[src/rtl/uart_pkt_pkg.sv]
// Shared types and constants for the UART packet decoder.
// State encoding, error codes and stats counter width.
package uart_pkt_pkg;

  typedef enum logic [2:0] {
    S_HEADER = 3'd0,
    S_IDENT  = 3'd1,
    S_DATA   = 3'd2,
    S_CSUM   = 3'd3,
    S_FOOTER = 3'd4,
    S_CHECK  = 3'd5
  } state_t;

  localparam logic [2:0] ERR_NONE    = 3'b000;
  localparam logic [2:0] ERR_CSUM    = 3'b001;
  localparam logic [2:0] ERR_FOOTER  = 3'b010;
  localparam logic [2:0] ERR_TIMEOUT = 3'b011;
  localparam logic [2:0] ERR_ID      = 3'b100;

  localparam int STAT_W = 16;

  function automatic int idx_w(input int n);
    return (n > 1) ? $clog2(n) : 1;
  endfunction

endpackage

[src/rtl/uart_pkt_if.sv]
// UART Rx byte stream bundle: byte plus one-cycle valid strobe.
// The byte source drives master, the decoder consumes slave.
interface uart_pkt_if;
  logic [7:0] uart_rx_data;
  logic       uart_rx_valid;

  modport master (
    output uart_rx_data,
    output uart_rx_valid
  );

  modport slave (
    input uart_rx_data,
    input uart_rx_valid
  );
endinterface

[src/rtl/uart_pkt_id_match.sv]
// Combinational priority matcher of a byte against an ID table.
// Lowest matching table index wins.
module uart_pkt_id_match #(
  parameter int NUM_IDS = 4,
  parameter int IW      = 2
) (
  input  logic [7:0]           i_byte,
  input  logic [NUM_IDS*8-1:0] i_id_list,
  input  logic [7:0]           i_mask,
  output logic                 o_hit,
  output logic [IW-1:0]        o_idx
);

  always_comb begin
    o_hit = 1'b0;
    o_idx = '0;
    // scan downwards so the lowest hit is written last
    for (int k = NUM_IDS - 1; k >= 0; k--) begin
      if (((i_byte ^ i_id_list[8*k +: 8]) & i_mask) == 8'h00) begin
        o_hit = 1'b1;
        o_idx = IW'(k);
      end
    end
  end

endmodule

[src/rtl/uart_pkt_multi_decoder.sv]
// UART Rx packet decoder: header, id (table match), payload, csum, footer.
// Define UART_PKT_STATS_EN to add good/error packet counters.
module uart_pkt_multi_decoder
  import uart_pkt_pkg::*;
#(
  parameter logic [7:0]           HEADER         = 8'hAA,
  parameter logic [7:0]           FOOTER         = 8'h55,
  parameter int                   PAYLOAD_BYTES  = 30,
  parameter int                   NUM_IDS        = 4,
  parameter logic [NUM_IDS*8-1:0] ID_LIST        =
    {8'h0F, 8'h0E, 8'h0D, 8'h0C},
  parameter logic [7:0]           ID_MASK        = 8'h0F,
  parameter int unsigned          TIMEOUT_CYCLES = 18000
) (
  input  logic                         i_clk,
  input  logic                         i_rst_n,
  input  logic                         i_en,
  uart_pkt_if.slave                    i_rx,
  output logic [PAYLOAD_BYTES*8-1:0]   o_data,
  output logic [idx_w(NUM_IDS)-1:0]    o_id_index,
  output logic                         o_data_valid,
  output logic [2:0]                   o_rx_error,
  output logic                         o_rx_error_dv,
  output logic                         o_busy
`ifdef UART_PKT_STATS_EN
  ,output logic [STAT_W-1:0]           o_good_count
  ,output logic [STAT_W-1:0]           o_err_count
`endif
);

  localparam int IW = idx_w(NUM_IDS);
  localparam int CW = $clog2(PAYLOAD_BYTES + 1);
  localparam int PW = PAYLOAD_BYTES * 8;
  localparam logic [CW-1:0] LAST = CW'(PAYLOAD_BYTES - 1);

  state_t          r_state;
  state_t          w_next;
  logic [31:0]     r_tmo;
  logic [CW-1:0]   r_cnt;
  logic [7:0]      r_acc;
  logic [7:0]      r_csum;
  logic [PW-1:0]   r_payload;
  logic [IW-1:0]   r_idx;
  logic [IW-1:0]   w_idx;
  logic            w_hit;
  logic            w_acc;
  logic            w_tmo;
  logic            w_good;
  logic            w_err;
  logic [2:0]      w_code;
  logic [7:0]      w_byte;

  assign w_byte = i_rx.uart_rx_data;
  assign w_acc  = i_en & i_rx.uart_rx_valid;
  assign w_tmo  = (r_tmo >= 32'(TIMEOUT_CYCLES));

  uart_pkt_id_match #(
    .NUM_IDS (NUM_IDS),
    .IW      (IW)
  ) u_match (
    .i_byte    (w_byte),
    .i_id_list (ID_LIST),
    .i_mask    (ID_MASK),
    .o_hit     (w_hit),
    .o_idx     (w_idx)
  );

  always_ff @(posedge i_clk or negedge i_rst_n) begin
    if (!i_rst_n) r_state <= S_HEADER;
    else          r_state <= w_next;
  end

  always_comb begin
    w_next = r_state;
    if (!i_en) begin
      w_next = S_HEADER;
    end else begin
      unique case (r_state)
        S_HEADER:
          if (w_acc && w_byte == HEADER) w_next = S_IDENT;
        S_IDENT:
          if (w_acc)      w_next = w_hit ? S_DATA : S_HEADER;
          else if (w_tmo) w_next = S_HEADER;
        S_DATA:
          if (w_acc) begin
            if (r_cnt == LAST) w_next = S_CSUM;
          end else if (w_tmo) begin
            w_next = S_HEADER;
          end
        S_CSUM:
          if (w_acc)      w_next = S_FOOTER;
          else if (w_tmo) w_next = S_HEADER;
        S_FOOTER:
          if (w_acc)
            w_next = (w_byte == FOOTER) ? S_CHECK : S_HEADER;
          else if (w_tmo)
            w_next = S_HEADER;
        S_CHECK:
          w_next = S_HEADER;
        default:
          w_next = S_HEADER;
      endcase
    end
  end

  always_comb begin
    o_busy = (r_state != S_HEADER);
    w_good = 1'b0;
    w_err  = 1'b0;
    w_code = ERR_NONE;
    if (i_en) begin
      unique case (r_state)
        S_IDENT:
          if (w_acc && !w_hit) begin
            w_err  = 1'b1;
            w_code = ERR_ID;
          end else if (!w_acc && w_tmo) begin
            w_err  = 1'b1;
            w_code = ERR_TIMEOUT;
          end
        S_DATA, S_CSUM:
          if (!w_acc && w_tmo) begin
            w_err  = 1'b1;
            w_code = ERR_TIMEOUT;
          end
        S_FOOTER:
          if (w_acc && w_byte != FOOTER) begin
            w_err  = 1'b1;
            w_code = ERR_FOOTER;
          end else if (!w_acc && w_tmo) begin
            w_err  = 1'b1;
            w_code = ERR_TIMEOUT;
          end
        S_CHECK:
          if (r_csum == r_acc) begin
            w_good = 1'b1;
          end else begin
            w_err  = 1'b1;
            w_code = ERR_CSUM;
          end
        default: ;
      endcase
    end
  end

  always_ff @(posedge i_clk or negedge i_rst_n) begin
    if (!i_rst_n) begin
      r_tmo     <= '0;
      r_cnt     <= '0;
      r_acc     <= '0;
      r_csum    <= '0;
      r_payload <= '0;
      r_idx     <= '0;
    end else if (!i_en) begin
      r_tmo <= '0;
      r_cnt <= '0;
    end else begin
      // idle-gap counter only runs inside a packet, saturating
      if (r_state == S_HEADER || r_state == S_CHECK || w_acc)
        r_tmo <= '0;
      else if (r_tmo != '1)
        r_tmo <= r_tmo + 32'd1;
      unique case (r_state)
        S_HEADER:
          if (w_acc && w_byte == HEADER) begin
            r_acc <= HEADER;
            r_cnt <= '0;
          end
        S_IDENT:
          if (w_acc && w_hit) begin
            r_acc <= r_acc ^ w_byte;
            r_idx <= w_idx;
          end
        S_DATA:
          if (w_acc) begin
            r_payload[8*r_cnt +: 8] <= w_byte;
            r_acc <= r_acc ^ w_byte;
            r_cnt <= r_cnt + 1'b1;
          end
        S_CSUM:
          if (w_acc) r_csum <= w_byte;
        default: ;
      endcase
    end
  end

  always_ff @(posedge i_clk or negedge i_rst_n) begin
    if (!i_rst_n) begin
      o_data        <= '0;
      o_id_index    <= '0;
      o_data_valid  <= 1'b0;
      o_rx_error    <= ERR_NONE;
      o_rx_error_dv <= 1'b0;
    end else begin
      o_data_valid  <= w_good;
      o_rx_error_dv <= w_err;
      if (w_err) o_rx_error <= w_code;
      if (w_good) begin
        o_data     <= r_payload;
        o_id_index <= r_idx;
      end
    end
  end

`ifdef UART_PKT_STATS_EN
  always_ff @(posedge i_clk or negedge i_rst_n) begin
    if (!i_rst_n) begin
      o_good_count <= '0;
      o_err_count  <= '0;
    end else begin
      if (o_data_valid && o_good_count != '1)
        o_good_count <= o_good_count + 1'b1;
      if (o_rx_error_dv && o_err_count != '1)
        o_err_count <= o_err_count + 1'b1;
    end
  end
`endif

endmodule

[src/flat_wrapper.sv]
// flat-port wrapper written by rule: the top's interface ports become plain ports
module uart_pkt_multi_decoder_flat import uart_pkt_pkg::*;
#(
  parameter logic [7:0]           HEADER         = 8'hAA,
  parameter logic [7:0]           FOOTER         = 8'h55,
  parameter int                   PAYLOAD_BYTES  = 30,
  parameter int                   NUM_IDS        = 4,
  parameter logic [NUM_IDS*8-1:0] ID_LIST        =
    {8'h0F, 8'h0E, 8'h0D, 8'h0C},
  parameter logic [7:0]           ID_MASK        = 8'h0F,
  parameter int unsigned          TIMEOUT_CYCLES = 18000
)
  (i_clk, i_rst_n, i_en, o_data, o_id_index, o_data_valid, o_rx_error, o_rx_error_dv, o_busy, i_rx_uart_rx_data, i_rx_uart_rx_valid);
  uart_pkt_if i_rx_i ();
  input  logic i_clk;
  input  logic i_rst_n;
  input  logic i_en;
  output logic [PAYLOAD_BYTES*8-1:0] o_data;
  output logic [idx_w(NUM_IDS)-1:0] o_id_index;
  output logic o_data_valid;
  output logic [2:0] o_rx_error;
  output logic o_rx_error_dv;
  output logic o_busy;
  input wire logic [$bits(i_rx_i.uart_rx_data)-1:0] i_rx_uart_rx_data;
  input wire logic [$bits(i_rx_i.uart_rx_valid)-1:0] i_rx_uart_rx_valid;
  assign i_rx_i.uart_rx_data = i_rx_uart_rx_data;
  assign i_rx_i.uart_rx_valid = i_rx_uart_rx_valid;
  uart_pkt_multi_decoder #(.HEADER(HEADER), .FOOTER(FOOTER), .PAYLOAD_BYTES(PAYLOAD_BYTES), .NUM_IDS(NUM_IDS), .ID_LIST(ID_LIST), .ID_MASK(ID_MASK), .TIMEOUT_CYCLES(TIMEOUT_CYCLES)) u_core (.i_clk(i_clk), .i_rst_n(i_rst_n), .i_en(i_en), .i_rx(i_rx_i), .o_data(o_data), .o_id_index(o_id_index), .o_data_valid(o_data_valid), .o_rx_error(o_rx_error), .o_rx_error_dv(o_rx_error_dv), .o_busy(o_busy));
endmodule
[config.mk]
export PLATFORM = sky130hd
export DESIGN_NAME = uart_pkt_multi_decoder_flat
export DESIGN_NICKNAME = d
export VERILOG_FILES = /design/src/rtl/uart_pkt_pkg.sv /design/src/rtl/uart_pkt_if.sv /design/src/rtl/uart_pkt_id_match.sv /design/src/rtl/uart_pkt_multi_decoder.sv /design/src/flat_wrapper.sv
export SDC_FILE = /design/constraint.sdc
export NUM_CORES = 1
export LEC_CHECK = 0
export ABC_AREA = 0
export CAP_MARGIN = 20
export CELL_PAD_IN_SITES_DETAIL_PLACEMENT = 1
export CELL_PAD_IN_SITES_GLOBAL_PLACEMENT = 1
export CORE_MARGIN = 2
export CORE_UTILIZATION = 50
export DETAILED_ROUTE_END_ITERATION = 10
export PLACE_DENSITY_LB_ADDON = 0.3
export SETUP_SLACK_MARGIN = 0.02
export SLEW_MARGIN = 20
export SYNTH_ARGS = -nofsm -noshare
export SYNTH_HDL_FRONTEND = slang
export SYNTH_SLANG_ARGS = --single-unit
[constraint.sdc]
create_clock -name i_clk -period 4.8 [get_ports i_clk]
set_input_delay 0.72 -clock i_clk [delete_from_list [all_inputs] [get_ports i_clk]]
set_output_delay 0.72 -clock i_clk [all_outputs]
set_load 0.05 [all_outputs]
## Word level (Yosys, flattened, before mapping)

Index checks and enable logic that the tools add are counted.

- Add/sub/neg operators: 3
- Order comparisons: 1
- Eq/ne operators: 19
- Shift-type cells: 2
- Muxes and demuxes: 46
- Bitwise operators: 6
- Reduce and logical (&&, ||, !) cells: 23

Operators by type and width:

| operator | count |
|---|---|
| $bwmux W240 | 1 |
| $shift A8 B34 Y240 const A | 1 |
| $shiftx A8 B34 Y240 | 1 |
| $mux W32 | 3 |
| $neg A8 Y34 | 1 |
| $mux W3 | 11 |
| $add A32 B1 Y32 const B | 1 |
| $ge A32 B15 Y1 const B | 1 |
| $logic_not A8 Y1 | 4 |
| $ne A32 B32 Y1 const B | 1 |
| $mux W8 | 3 |
| $pmux W8 S3 | 1 |
| $mux W5 | 3 |
| $pmux W3 S5 | 1 |
| $mux W2 | 7 |
| $mux W1 | 13 |
| $pmux W3 S4 | 1 |
| $reduce_and A3 Y1 | 4 |
| $pmux W5 S2 | 1 |
| $eq A8 B7 Y1 const B | 1 |
| $eq A8 B8 Y1 | 1 |
| $eq A8 B8 Y1 const B | 1 |
| $ne A8 B7 Y1 const B | 1 |
| $xor A8 B8 Y8 | 1 |
| 24 further kinds | 36 |

- Register bits: 545
- Output and inout port bits: 248
- Logic and storage cells: 112

## Logic depth before layout (Yosys ltp)

Gate-level depths: netlist of run 1.

- Depth in word-level cells: 11
- Gate-level depth with buffers: 13
- Depth with buffers taken out: 9

## Hierarchy

From an unflattened synthesis of run 1, not the netlist that was laid out.

- Cell total of the unflattened synthesis: 1714
- Area total of the unflattened synthesis: 23262.3 sq um

By module, submodules not included:

| module | times used | cells an instance | area an instance (sq um) | seq. area each (sq um) |
|---|---|---|---|---|
| uart_pkt_multi_decoder | 1 | 1657 | 22801.9 | 13638.1 |
| uart_pkt_id_match | 1 | 57 | 460.4 | 0.0 |

## Worst setup path before layout of run 1

Ideal clock, no wire load.

- Path type: flip-flop to flip-flop
- Start: register u_core.r_cnt[0]
- End: register u_core.r_payload[200]
- Library setup time: 0.125 ns
- Arrival: 3.155 ns
- Path slack: 1.520 ns
- Stages on the path, launching flop included: 13
- Path through: dfrtp_1 -> buf_1 -> clkbuf_1 -> inv_1 -> ha_1 -> nor3b_1 -> ha_1 -> inv_1 -> o21ai_1 -> or3_1 -> buf_4 -> nor2_4 -> mux2_2

- Longest elaborated chain between the ends: 3
- Elaborated cells between the ends (all ways): 4
- Those cells by class: add/sub: 1; shift: 2; mux: 1

RTL lines:

| element | line | text |
|---|---|---|
| start, declared | uart_pkt_multi_decoder.sv:39 | `logic [CW-1:0] r_cnt;` |
| start signal, assigned | uart_pkt_multi_decoder.sv:178 | `r_cnt <= r_cnt + 1'b1;` |
| $neg A8 Y34 (*) | uart_pkt_multi_decoder.sv:176 | `r_payload[8*r_cnt +: 8] <= w_byte;` |
| $shiftx A8 B34 Y240 or $shift A8 B34 Y240 (tied branches) | uart_pkt_multi_decoder.sv:176 |  |
| $bwmux W240 (*) | uart_pkt_multi_decoder.sv:176 |  |
| end signal, assigned by index | uart_pkt_multi_decoder.sv:176 |  |
| end, declared | uart_pkt_multi_decoder.sv:42 | `logic [PW-1:0] r_payload;` |

Mark *: on every way between the ends. The rest lies on a longest branch, timed or not.
A chain may end at the register's enable or synchronous reset.

## Worst setup path in the final report of run 1

- Start: register u_core.r_cnt[1]
- End: register u_core.r_payload[202]

The elaborated chain is that of the path after synthesis.

==> impl_results.md, run 1 <==
- Clk root buf: clkbuf_16
- Pwr Density: 331 mW/mm2
- Syn_nets: 1,660
- Final setup fails: 0
- Postcts setup bufs: 0
- CTS max path bufs: 3
- Part of the cycle the worst path needs: 74.4%
- Die Y: 216 um
- Part of the power in combinational logic: 1.6%
- Ys Warns: 0
- Remaining global-route overflow: 0
- Worst Skew: 16.9 ps
- FF-to-FF Start: u_core.r_cnt[1]
- CTS Hold Buffers Added: 0
- Top cells by area, synth: dfrtp_1 (60%), mux2_2 (23%), nor2_1 (1.4%)
- Initial core utilization: 50.8%
- Hold Path Class: input pin to asynchronous set/reset pin
- Max Fclk: 280 MHz
- Worst slew pin tran: 1050 ps
- Switching Fraction: 21.4%
- Library cells used by synthesis: 64
- Pre-CTS setup slack: 1130 ps
- Synth Cell Area: 0.0226 mm2
- Setup slack, reg-to-reg: 1230 ps
- Top cell type's share of synthesized area: 60.5%
- Flops & latches, synth: 545
- Boundary Pins: 260
- Crit path DAT: 4060 ps
- Reg-to-Reg End: u_core.r_payload[202]
- CTS tree: built
- Mapped Cells: 1,642
- Lkg Pwr: 13.0 nW
- CP peak stage delay: 760 ps
- Vias in the first global route: 16.1k
- Clk_lat worst skew: 610 ps
- Vias per cell: 5.75
- Worst path cell trace: inv_1 > ha_1 > nor3b_1 > ha_1 > inv_1 > o21ai_2 > or3_1 > nor2_4 > mux2_2
- Sink Count: 545
- Htree depth: 2
- CTS resizes: 0
- Status: completed
- Final ANT Viol Nets: 0
- First-pass GRT wire length: 100,000 um
- Maximum vdd drop: 0.000296 V
- Finished Layout Cells: 2,535
- Initial antenna violation count: 0
- WHS: 187 ps
- Post-route cell area: 0.0276 mm2
- Core Footprint: 0.0444 mm2
- Routed WL per cell: 25.4 um
- Commonest non-fill, non-tap cell in the layout: dfrtp_1
- Worst Setup End Kind: flip-flop
- Ant. Diodes: 0
- Commonest cells after routing, fill and taps aside: dfrtp_1 (545), mux2_2 (470), clkdlybuf4s50_1 (258), nor2_1 (81), nand2_1 (79)
- DIE AREA: 0.0468 mm2
- Syn-to-layout area delta: 22.3%
- Async S/R FF share, synth: 100%
- Met3 routed WL: 2630 um
- Port buffer count: 259
- Met2 routed WL: 32,500 um
- Clock transition at the registers of the reported paths: 60 ps
- EDFF count, synth: 0
- Syn_area_per_cell: 13.7 um2
- Placed insts: 2,435
- Nets@finish: 1,918
- Hold Violations, Final: 0
- Die width: 216 um
- Slowest cell on crit path: or3_1
- Wirelength, routed: 64,400 um
- Min Clock Period, post-route: 3570 ps
- Post-Route M1 WL: 27,400 um
- CTS Buf Count: 55
- DRC viols: 0
- MaxCap Viol Count: 0
- Top Metal Used: met4
- CP Max Fanout: 18
- Required @ worst endpoint: 5290 ps
- Seq pwr share: 50.5%
- Placed inst area: 0.0258 mm2
- Final Worst Setup Slack: 1230 ps
- Internal power: 7.17 mW
- Initial DRC count: 922
- Worst R2R Path Depth: 9
- Via count: 14.6k
- Dominant synthesized flop cell: dfrtp_1
- Layout cells sized above 1: 32.2%
- Sequential area share after synthesis: 60.5%
- Clk pwr share: 48.0%
- Critical path type: flip-flop to flip-flop
- RD Place Congestion: 0.806
- Critical Path Source Type: flip-flop
- Final Max Tran Viols: 0
- RSZ-0062 raised after global routing: no
- Psw: 1.95 mW
- Post-DP HPWL: 41,700 um
- Largest net degree at the start of global routing: 138
- Slew HR: 30.3%
- Setup tns final: 0 ps
- Leading area contributor after synthesis: dfrtp_1
- Gr usage total: 28.0%
- Row count: 77
- DRT Pass-1 Iters: 5
[flip-flops by register name (all words and copies together) (netlist names)]
name                  flops
u_core.o_data           240
u_core.r_payload        240
u_core.r_tmo             32
u_core.r_acc              8
u_core.r_csum             8
u_core.r_cnt              5
u_core.o_rx_error         3
u_core.r_state            3
u_core.o_id_index         2
u_core.r_idx              2
u_core.o_data_valid       1
u_core.o_rx_error_dv      1
[synth_stat cells, types with 9 or more instances]
| cell | instances |
|---|---|
| nor2_4 | 12 |
| mux2_2 | 470 |
| a21oi_1 | 29 |
| nor2_1 | 82 |
| o21ai_0 | 31 |
| buf_2 | 32 |
| dfrtp_1 | 545 |
| xor2_1 | 9 |
| mux2i_1 | 29 |
| inv_1 | 28 |
| and3_1 | 12 |
| nor3_1 | 53 |
| clkbuf_1 | 37 |
| nor4_1 | 9 |
| or2_2 | 9 |
| nand4_1 | 11 |
| nand3_1 | 34 |
| nand2_1 | 79 |
[stage by stage]
| stage | utilization, % | total power, mW |
|---|---|---|
| floorplan | - | 4.71 |
| global placement | 58.0 | 4.83 |
| detailed placement | 58.0 | 4.84 |
| CTS | 62.1 | 9.20 |
| global route | 62.1 | 9.41 |
| finish | 62.1 | 9.13 |
[per-layer routing]
layer / vias to the layer above / GRT usage (%)
li1: 6366 / -
met1: 7756 / 36.9
met2: 337 / 47.7
met3: 111 / 4.34
met4: 0 / 9.22
met5: - / 0
[worst max path at each step]
stage                                  endpoint             from  slack, ps
final                     u_core.r_payload[202]  u_core.r_cnt[1]       1230
after floorplan           u_core.r_payload[200]  u_core.r_cnt[0]       1520
after global placement    u_core.r_payload[186]             i_en       1270
after CTS                 u_core.r_payload[202]  u_core.r_cnt[1]       1280
after detailed placement  u_core.r_payload[166]             i_en       1130
after global routing      u_core.r_payload[204]  u_core.r_cnt[1]       1100
[cells by family (layout without fill, tap and decap cells)]
group / count (synthesis) / after routing / share of synthesized area, %
compound gates: 105 / 105 / 3.00
mux: 499 / 499 / 24.8
xor+xnor: 12 / 12 / 0.499
simple gates: 373 / 373 / 9.00
flops: 545 / 545 / 60.5
fa+ha+maj: 6 / 6 / 0.333
buf+inv: 102 / 403 / 1.96
[power groups by stage]
stage	Clock [mW]	Sequential [mW]	Combinational, mW
6_report	4.38	4.61	0.144
5_1_grt	4.64	4.60	0.164
4_1_cts	4.44	4.60	0.150
3_5_place_dp	0	4.69	0.149
3_3_place_gp	0	4.69	0.144
2_1_floorplan	0	4.69	0.0232
[layout make-up]
cell class                 instances  area, um2
sequential                       545      13600
clock inverter                    18        209
timing repair buffer             275       2780
multi-input combinational        995       8500
inverter                          28        105
tap                              592        741
clock buffer                      82       1620
fill                            4178      16800
[worst max-delay path: cells and delay by family (launching register included)]
| family | cells | cell delay (ps) |
|---|---|---|
| flops | 1 | 480 |
| compound gates | 1 | 320 |
| simple gates | 3 | 1350 |
| fa+ha+maj | 2 | 620 |
| mux | 1 | 400 |
| buf+inv | 2 | 280 |
No activity file was read; power rests on OpenSTA's default activity.
==> run 2: changes to the inputs <==
--- a/config.mk
+++ b/config.mk
@@ -10,7 +10,7 @@
 export CELL_PAD_IN_SITES_DETAIL_PLACEMENT = 1
 export CELL_PAD_IN_SITES_GLOBAL_PLACEMENT = 1
 export CORE_MARGIN = 2
-export CORE_UTILIZATION = 50
+export CORE_UTILIZATION = 46
 export DETAILED_ROUTE_END_ITERATION = 10
 export PLACE_DENSITY_LB_ADDON = 0.3
 export SETUP_SLACK_MARGIN = 0.02
==> constraint.sdc (replaced) <==
create_clock -name i_clk -period 3.65 [get_ports i_clk]
set_input_delay 0.5475 -clock i_clk [delete_from_list [all_inputs] [get_ports i_clk]]
set_output_delay 0.5475 -clock i_clk [all_outputs]
set_load 0.05 [all_outputs]
==> run 2 against run 1 <==
Effect of this change: largest power group unchanged; total power up 34%; sequential power up 31%; routed wire length down 3.9%; maximum frequency up 11%; largest cell class unchanged; cell area up 1.1%.
==> impl_results.md, run 2 (synthesis gave the netlist of run 1 again) <==
- CP peak stage delay: 650 ps (-110 ps)
- Worst Setup End Kind: flip-flop
- Final Max Tran Viols: 0 (unchanged)
- Pre-CTS setup slack: 257 ps (-878 ps)
- Layout cells sized above 1: 32.8% (+0.59 points)
- RD Place Congestion: 0.835 (+3.5%)
- MaxCap Viol Count: 0 (unchanged)
- Vias in the first global route: 15.8k (-1.9%)
- Ant. Diodes: 0 (unchanged)
- Clk root buf: clkbuf_16
- DRT Pass-1 Iters: 4 (-1)
- Min Clock Period, post-route: 3210 ps (-357 ps)
- Worst Skew: 21.6 ps (+4.77 ps)
- Pwr Density: 439 mW/mm2 (+33%)
- Wirelength, routed: 61,900 um (-3.9%)
- Placed inst area: 0.0260 mm2 (+0.75%)
- CTS tree: built
- Worst path cell trace: inv_1 > ha_1 > nor3b_1 > ha_1 > inv_1 > o21ai_2 > or3_1 > nor2_4 > mux2_2
- Row count: 81 (+5.2%)
- Postcts setup bufs: 0 (unchanged)
- Critical path type: flip-flop to flip-flop
- Syn-to-layout area delta: 23.7%
- Lkg Pwr: 13.1 nW (+1.1%)
- Remaining global-route overflow: 0 (unchanged)
- Routed WL per cell: 23.9 um (-5.8%)
- CTS Buf Count: 57 (+3.6%)
- Final Worst Setup Slack: 435 ps (-793 ps)
- Final setup fails: 0 (unchanged)
- Crit path DAT: 3690 ps (-370 ps)
- Port buffer count: 259 (unchanged)
- CP bufs+invs: 2 (unchanged)
- Required @ worst endpoint: 4130 ps (-1160 ps)
- Largest regs: u_core.o_data: 240 flops, u_core.r_payload: 240 flops, u_core.r_tmo: 32 flops
- Boundary Pins: 260 (unchanged)
- Worst slew pin tran: 1050 ps (+7.95 ps)
- DRC viols: 0 (unchanged)
- Core Footprint: 0.0486 mm2 (+9.5%)
- Largest net degree at the start of global routing: 117 (-15%)
- First-pass GRT wire length: 96,300 um (-4.1%)
- Maximum vdd drop: 0.000391 V (+32%)
- Hold Violations, Final: 0 (unchanged)
- Sink Count: 545 (unchanged)
- CTS resizes: 0 (unchanged)
- Max Fclk: 311 MHz (+11%)
- Initial DRC count: 838 (-9.1%)
- Htree depth: 2 (unchanged)
- Critical Path Source Type: flip-flop
- Die width: 225 um (+4.2%)
- Part of the cycle the worst path needs: 88.1% (+14 points)
- Nets@finish: 1,939 (+1.1%)
- Storage element area: 0.0136 mm2 (unchanged)
- CTS max path bufs: 3 (unchanged)
- Slew HR: 29.8% (-0.53 points)
- Clock transition at the registers of the reported paths: 60 ps (about the same)
- Vias per cell: 5.57 (-3.2%)
- Initial antenna violation count: 0 (unchanged)
- CP delay by family, top: simple AND/OR/NAND/NOR gates
- Setup tns final: 0 ps (unchanged)
- CTS Hold Buffers Added: 1 (+1)
- DIE AREA: 0.0508 mm2 (+8.5%)
- Final ANT Viol Nets: 0 (unchanged)
- Post-route cell area: 0.0279 mm2 (+1.1%)
- Gr usage total: 24.9% (-3.1 points)
- Hold Path Class: flip-flop to flip-flop
- Initial core utilization: 46.4% (-4.4 points)
- Commonest cells after routing, fill and taps aside: dfrtp_1 (545), mux2_2 (470), clkdlybuf4s50_1 (258), nor2_1 (81), nand2_1 (79)
- Post-DP HPWL: 41,700 um (about the same)
- RSZ-0062 raised after global routing: no
- Clk_lat worst skew: 620 ps (about the same)
- Via count: 14.4k (-1.1%)
- Status: completed
- Die Y: 225 um (+4.2%)
- Area of the multi-input gates: 0.00849 mm2 (-0.15%)
- Filler Cell Count: 4,675 (+12%)
- Commonest non-fill, non-tap cell in the layout: dfrtp_1
- CP Max Fanout: 8 (-10)
- Slowest cell on crit path: or3_1
## run 2: per-stage QoR
stage          power, mW  hold WS [ps]  instances  util [%]
3_3_place_gp        6.36           460       2483      53.4
4_1_cts             12.4           491       2588      57.4
6_report            12.3           483       2588      57.4
3_5_place_dp        6.37           477       2483      53.4
2_1_floorplan       6.20           252       1642         -
5_1_grt             12.6           518       2588      57.4
## run 2: final cells by class
cell class,count,area share (%)
inverter,28,0.377
clock buffer,88,6.07
timing repair buffer,294,10.6
clock inverter,16,0.910
tap,622,2.79
multi-input combinational,995,30.4
sequential,545,48.9
## run 2: worst paths after layout
path / start / slack [ps] / cells past startpoint / end
setup / recovery: u_core.r_cnt[1] / 440 / 9 / u_core.r_payload[202]
hold / removal: u_core.r_payload[0] / 480 / 2 / u_core.r_payload[0]
setup reg to reg: u_core.r_cnt[1] / 440 / 9 / u_core.r_payload[202]
hold reg to reg: u_core.r_payload[0] / 480 / 2 / u_core.r_payload[0]
max in group asynchronous: i_rst_n / 2060 / 3 / u_core.o_data[35]
min in group asynchronous: i_rst_n / 540 / 2 / u_core.o_data[15]
## run 2: metal layers
metal  GRT usage [%]  vias up  wire, um  part of all wire [%]
met5               0        -         0                     0
met4            5.98        0      1100                   1.8
met3            3.64       73      2650                   4.3
met2            42.3      313     31000                    50
met1            33.8     7613     27100                    44
li1                -     6404         -                     -
## run 2: worst reg2reg max path: stages, from the launching register on
cell and delay (ps):
dfrtp_1 460, inv_1 110, ha_1 260, nor3b_1 250, ha_1 320, inv_1 180
o21ai_2 90, or3_1 650, nor2_4 370, mux2_2 400
## run 2: power breakdown
group | total [mW] | switching (mW) | internal [mW]
clock network | 6.01 | 2.40 | 3.61
registers | 6.06 | 0.00722 | 6.05
logic | 0.197 | 0.157 | 0.0398
==> run 3: changes to the inputs <==
--- a/config.mk
+++ b/config.mk
@@ -5,12 +5,13 @@
 export SDC_FILE = /design/constraint.sdc
 export NUM_CORES = 1
 export LEC_CHECK = 0
-export ABC_AREA = 0
+export ABC_AREA = 1
 export CAP_MARGIN = 20
 export CELL_PAD_IN_SITES_DETAIL_PLACEMENT = 1
 export CELL_PAD_IN_SITES_GLOBAL_PLACEMENT = 1
 export CORE_MARGIN = 2
-export CORE_UTILIZATION = 46
+export CORE_UTILIZATION = 43
+export CTS_CLUSTER_SIZE = 14
 export DETAILED_ROUTE_END_ITERATION = 10
 export PLACE_DENSITY_LB_ADDON = 0.3
 export SETUP_SLACK_MARGIN = 0.02
==> run 3 against run 2 <==
Effect of this change: highest routed layer unchanged; cell area rose by 2.2%; critical path type unchanged; die area rose by 10%; critical endpoint is now u_core.r_payload[156]; flip-flop and latch count did not move.
==> impl_results.md, run 3 <==
- Synth Cell Area: 0.0233 mm2 (+3.3%)
- Worst Skew: 15.3 ps (-6.35 ps)
- Vias in the first global route: 20.6k (+31%)
- Final Max Tran Viols: 0 (unchanged)
- Mapped Cells: 2,653 (+62%)
- Psw: 2.75 mW (+7.2%)
- Storage element area: 0.0136 mm2 (unchanged)
- Fin util: 53.1% (-4.3 points)
- Clk_lat worst skew: 620 ps (about the same)
- EDFF count, synth: 0 (unchanged)
- Worst path cell trace: inv_2 > ha_1 > xnor2_4 > nand2_1 > inv_1 > nand2_4 > nor2_4 > nand2_2 > nor2_1 > a21oi_1
- Largest net degree at the start of global routing: 87 (-26%)
- Clock transition at the registers of the reported paths: 70 ps (about the same)
- CTS Buf Count: 58 (+1.8%)
- Largest regs: u_core.o_data: 240 flops, u_core.r_payload: 240 flops, u_core.r_tmo: 32 flops
- Gr usage total: 26.9% (+2.0 points)
- Slowest cell on crit path: nand2_1
- Status: completed
- Vias per cell: 5.28 (-5.1%)
- Boundary Pins: 260 (unchanged)
- Crit path DAT: 3630 ps (-60 ps)
- Leading area contributor after synthesis: dfrtp_1
- Critical Path Source Type: flip-flop
- Top cell type's share of synthesized area: 58.5% (-1.9 points)
- Finished Layout Cells: 3,619 (+40%)
- Core Footprint: 0.0537 mm2 (+10%)
- Syn-to-layout area delta: 22.4%
- Filler Cell Count: 6,124 (+31%)
- Switching Fraction: 22.1% (+1.2 points)
- CP peak stage delay: 560 ps (-90 ps)
- FF-to-FF Start: u_core.r_cnt[0]
- Pwr Density: 436 mW/mm2 (-0.70%)
- Ant. Diodes: 0 (unchanged)
- Initial core utilization: 43.4% (-3.0 points)
- CTS max path bufs: 3 (unchanged)
- Area of the multi-input gates: 0.00830 mm2 (-2.3%)
- Max Fclk: 319 MHz (+2.4%)
- Die width: 237 um (+5.0%)
- Lkg Pwr: 13.8 nW (+5.5%)
- Post-route cell area: 0.0285 mm2 (+2.2%)
- Nets@finish: 2,896 (+49%)
- DRC viols: 0 (unchanged)
- Worst slew pin tran: 811 ps (-243 ps)
- Setup tns final: 0 ps (unchanged)
- Hold Path Class: flip-flop to flip-flop
- Final setup fails: 0 (unchanged)
- Part of the power in combinational logic: 1.9% (+0.3 points)
- Flops & latches, synth: 545 (unchanged)
- Post-DP HPWL: 52,600 um (+26%)
- Ys Warns: 0 (unchanged)
- Initial antenna violation count: 0 (unchanged)
- Worst Setup SP: u_core.r_cnt[0]
- Routed WL per cell: 20.6 um (-14%)
- Die Y: 237 um (+5.0%)
- Placed insts: 3,513 (+41%)
- Pwr Total: 12.4 mW (+1.5%)
- Commonest non-fill, non-tap cell in the layout: nand2_1
- Part of the cycle the worst path needs: 86.0% (-2.1 points)
- Syn_area_per_cell: 8.78 um2 (-36%)
- Library cells used by synthesis: 47 (-27%)
- WHS: 477 ps (-6.17 ps)
- MaxCap Viol Count: 0 (unchanged)
- Async S/R FF share, synth: 100% (unchanged)
- Pre-CTS setup slack: 602 ps (+346 ps)
- Maximum vdd drop: 0.000348 V (-11%)
- Layout cells sized above 1: 8.62% (-24 points)
- Final Worst Setup Slack: 511 ps (+75.7 ps)
- Seq pwr share: 48.8% (-0.6 points)
- Met3 routed WL: 2680 um (+0.83%)
- Internal power: 9.69 mW (about the same)
- Critical path type: flip-flop to flip-flop
- Via count: 19.1k (+33%)
- RSZ-0062 raised after global routing: no
- DIE AREA: 0.0561 mm2 (+10%)
- Htree depth: 2 (unchanged)
- Post-Route M1 WL: 31,900 um (+18%)
- Sequential area share after synthesis: 58.5% (-1.9 points)
- Most numerous cell in the Yosys netlist: nand2_1
- Initial DRC count: 1,174 (+40%)
- CP Max Fanout: 17 (+9)
- Syn_nets: 2,671 (+61%)
- Wirelength, routed: 74,700 um (+21%)
- Remaining global-route overflow: 0 (unchanged)
- CTS resizes: 0 (unchanged)
- Clk pwr share: 49.3% (+0.3 points)
- Min Clock Period, post-route: 3140 ps (-75.7 ps)
- Top cells by area, synth: dfrtp_1 (59%), nand2_1 (14%), o21ai_0 (3.7%)
- Commonest cells after routing, fill and taps aside: nand2_1 (867), dfrtp_1 (545), clkdlybuf4s50_1 (258), nor2_1 (191), inv_1 (176)
- Met2 routed WL: 38,000 um (+23%)
- RD Place Congestion: 0.849 (+1.7%)
- Required @ worst endpoint: 4140 ps (about the same)
- Port buffer count: 259 (unchanged)
- Row count: 85 (+4.9%)
- Final ANT Viol Nets: 0 (unchanged)
- Post-synth top cells: nand2_1 (868), dfrtp_1 (545), nor2_1 (191), inv_1 (176), o21ai_0 (174)
- HP Start: u_core.r_payload[105]
- Slew HR: 45.6% (+16 points)
- Worst Setup End Kind: flip-flop
- Top Metal Used: met4
- Sink Count: 545 (unchanged)
- Placed inst area: 0.0265 mm2 (+2.3%)
- Dominant synthesized flop cell: dfrtp_1
- First-pass GRT wire length: 118,000 um (+23%)
- CTS tree: built
- Hold Violations, Final: 0 (unchanged)
- DRT Pass-1 Iters: 5 (+1)
- Clk root buf: clkbuf_16
## run 3: cell types whose count changed after synthesis, sizes merged, moves of 32 or more
cell	delta
inv	+172
mux2	-470
nor2	+107
a21oi	+84
o21ai	+243
buf	+32
nand2	+822
nand3	+99
## run 3: path summary, 6_finish.rpt
| path | endpoint | slack (ps) | cells past startpoint |
|---|---|---|---|
| hold / removal | u_core.o_data[105] | 480 | 2 |
| setup / recovery | u_core.r_payload[156] | 510 | 10 |
| max in group asynchronous | u_core.r_tmo[1] | 2140 | 3 |
| hold reg to reg | u_core.o_data[105] | 480 | 2 |
| setup reg to reg | u_core.r_payload[156] | 510 | 10 |
| min in group asynchronous | u_core.o_data[146] | 580 | 2 |
## run 3: critical path: cells and delay by family, from the launching register on
kind,cells,cell delay (ps)
AOI/OAI and AO/OA,1,80
xor gates and xnor gates,1,520
adders and majority gates,1,320
buffers and inverters,2,470
DFF,1,360
and+or+nand+nor,5,1240
## run 3: cells by family (layout without fill, tap and decap cells)
logic type,count (synthesis),after routing,share of synthesized area (%)
XOR/XNOR,20,20,0.832
AND/OR/NAND/NOR,1338,1338,25.0
flip-flops,545,545,58.5
AO/OA/AOI/OAI,415,415,9.40
adder cells (fa/ha/maj),6,6,0.322
buffers and inverters,329,599,5.91
## run 3: area by class of cell
cell class / instances / area share [%]
clock inverters: 21 / 0.934
well taps: 696 / 3.05
clock buffers: 84 / 5.96
inverters: 203 / 2.69
repair buffers: 291 / 10.4
flip-flops and latches: 545 / 47.8
multi-input cells: 1779 / 29.1
## run 3: timing repair
action                    4_1_cts  5_1_grt
hold endpoints to repair       70        0
hold buffers                    1        0
setup buffers                   0        0
## run 3: power by group through the flow
stage | clock [mW] | sequential (mW) | combinational, mW
floorplan | 0 | 6.19 | 0.0459
global placement | 0 | 6.18 | 0.241
detailed placement | 0 | 6.18 | 0.248
CTS | 6.22 | 6.07 | 0.251
global route | 6.44 | 6.07 | 0.274
finish | 6.13 | 6.07 | 0.240
## run 3: per-layer routing
metal,vias up,GRT usage (%)
li1,8917,-
met1,9687,34.6
met2,390,47.5
met3,128,3.47
met4,0,7.94
met5,-,0
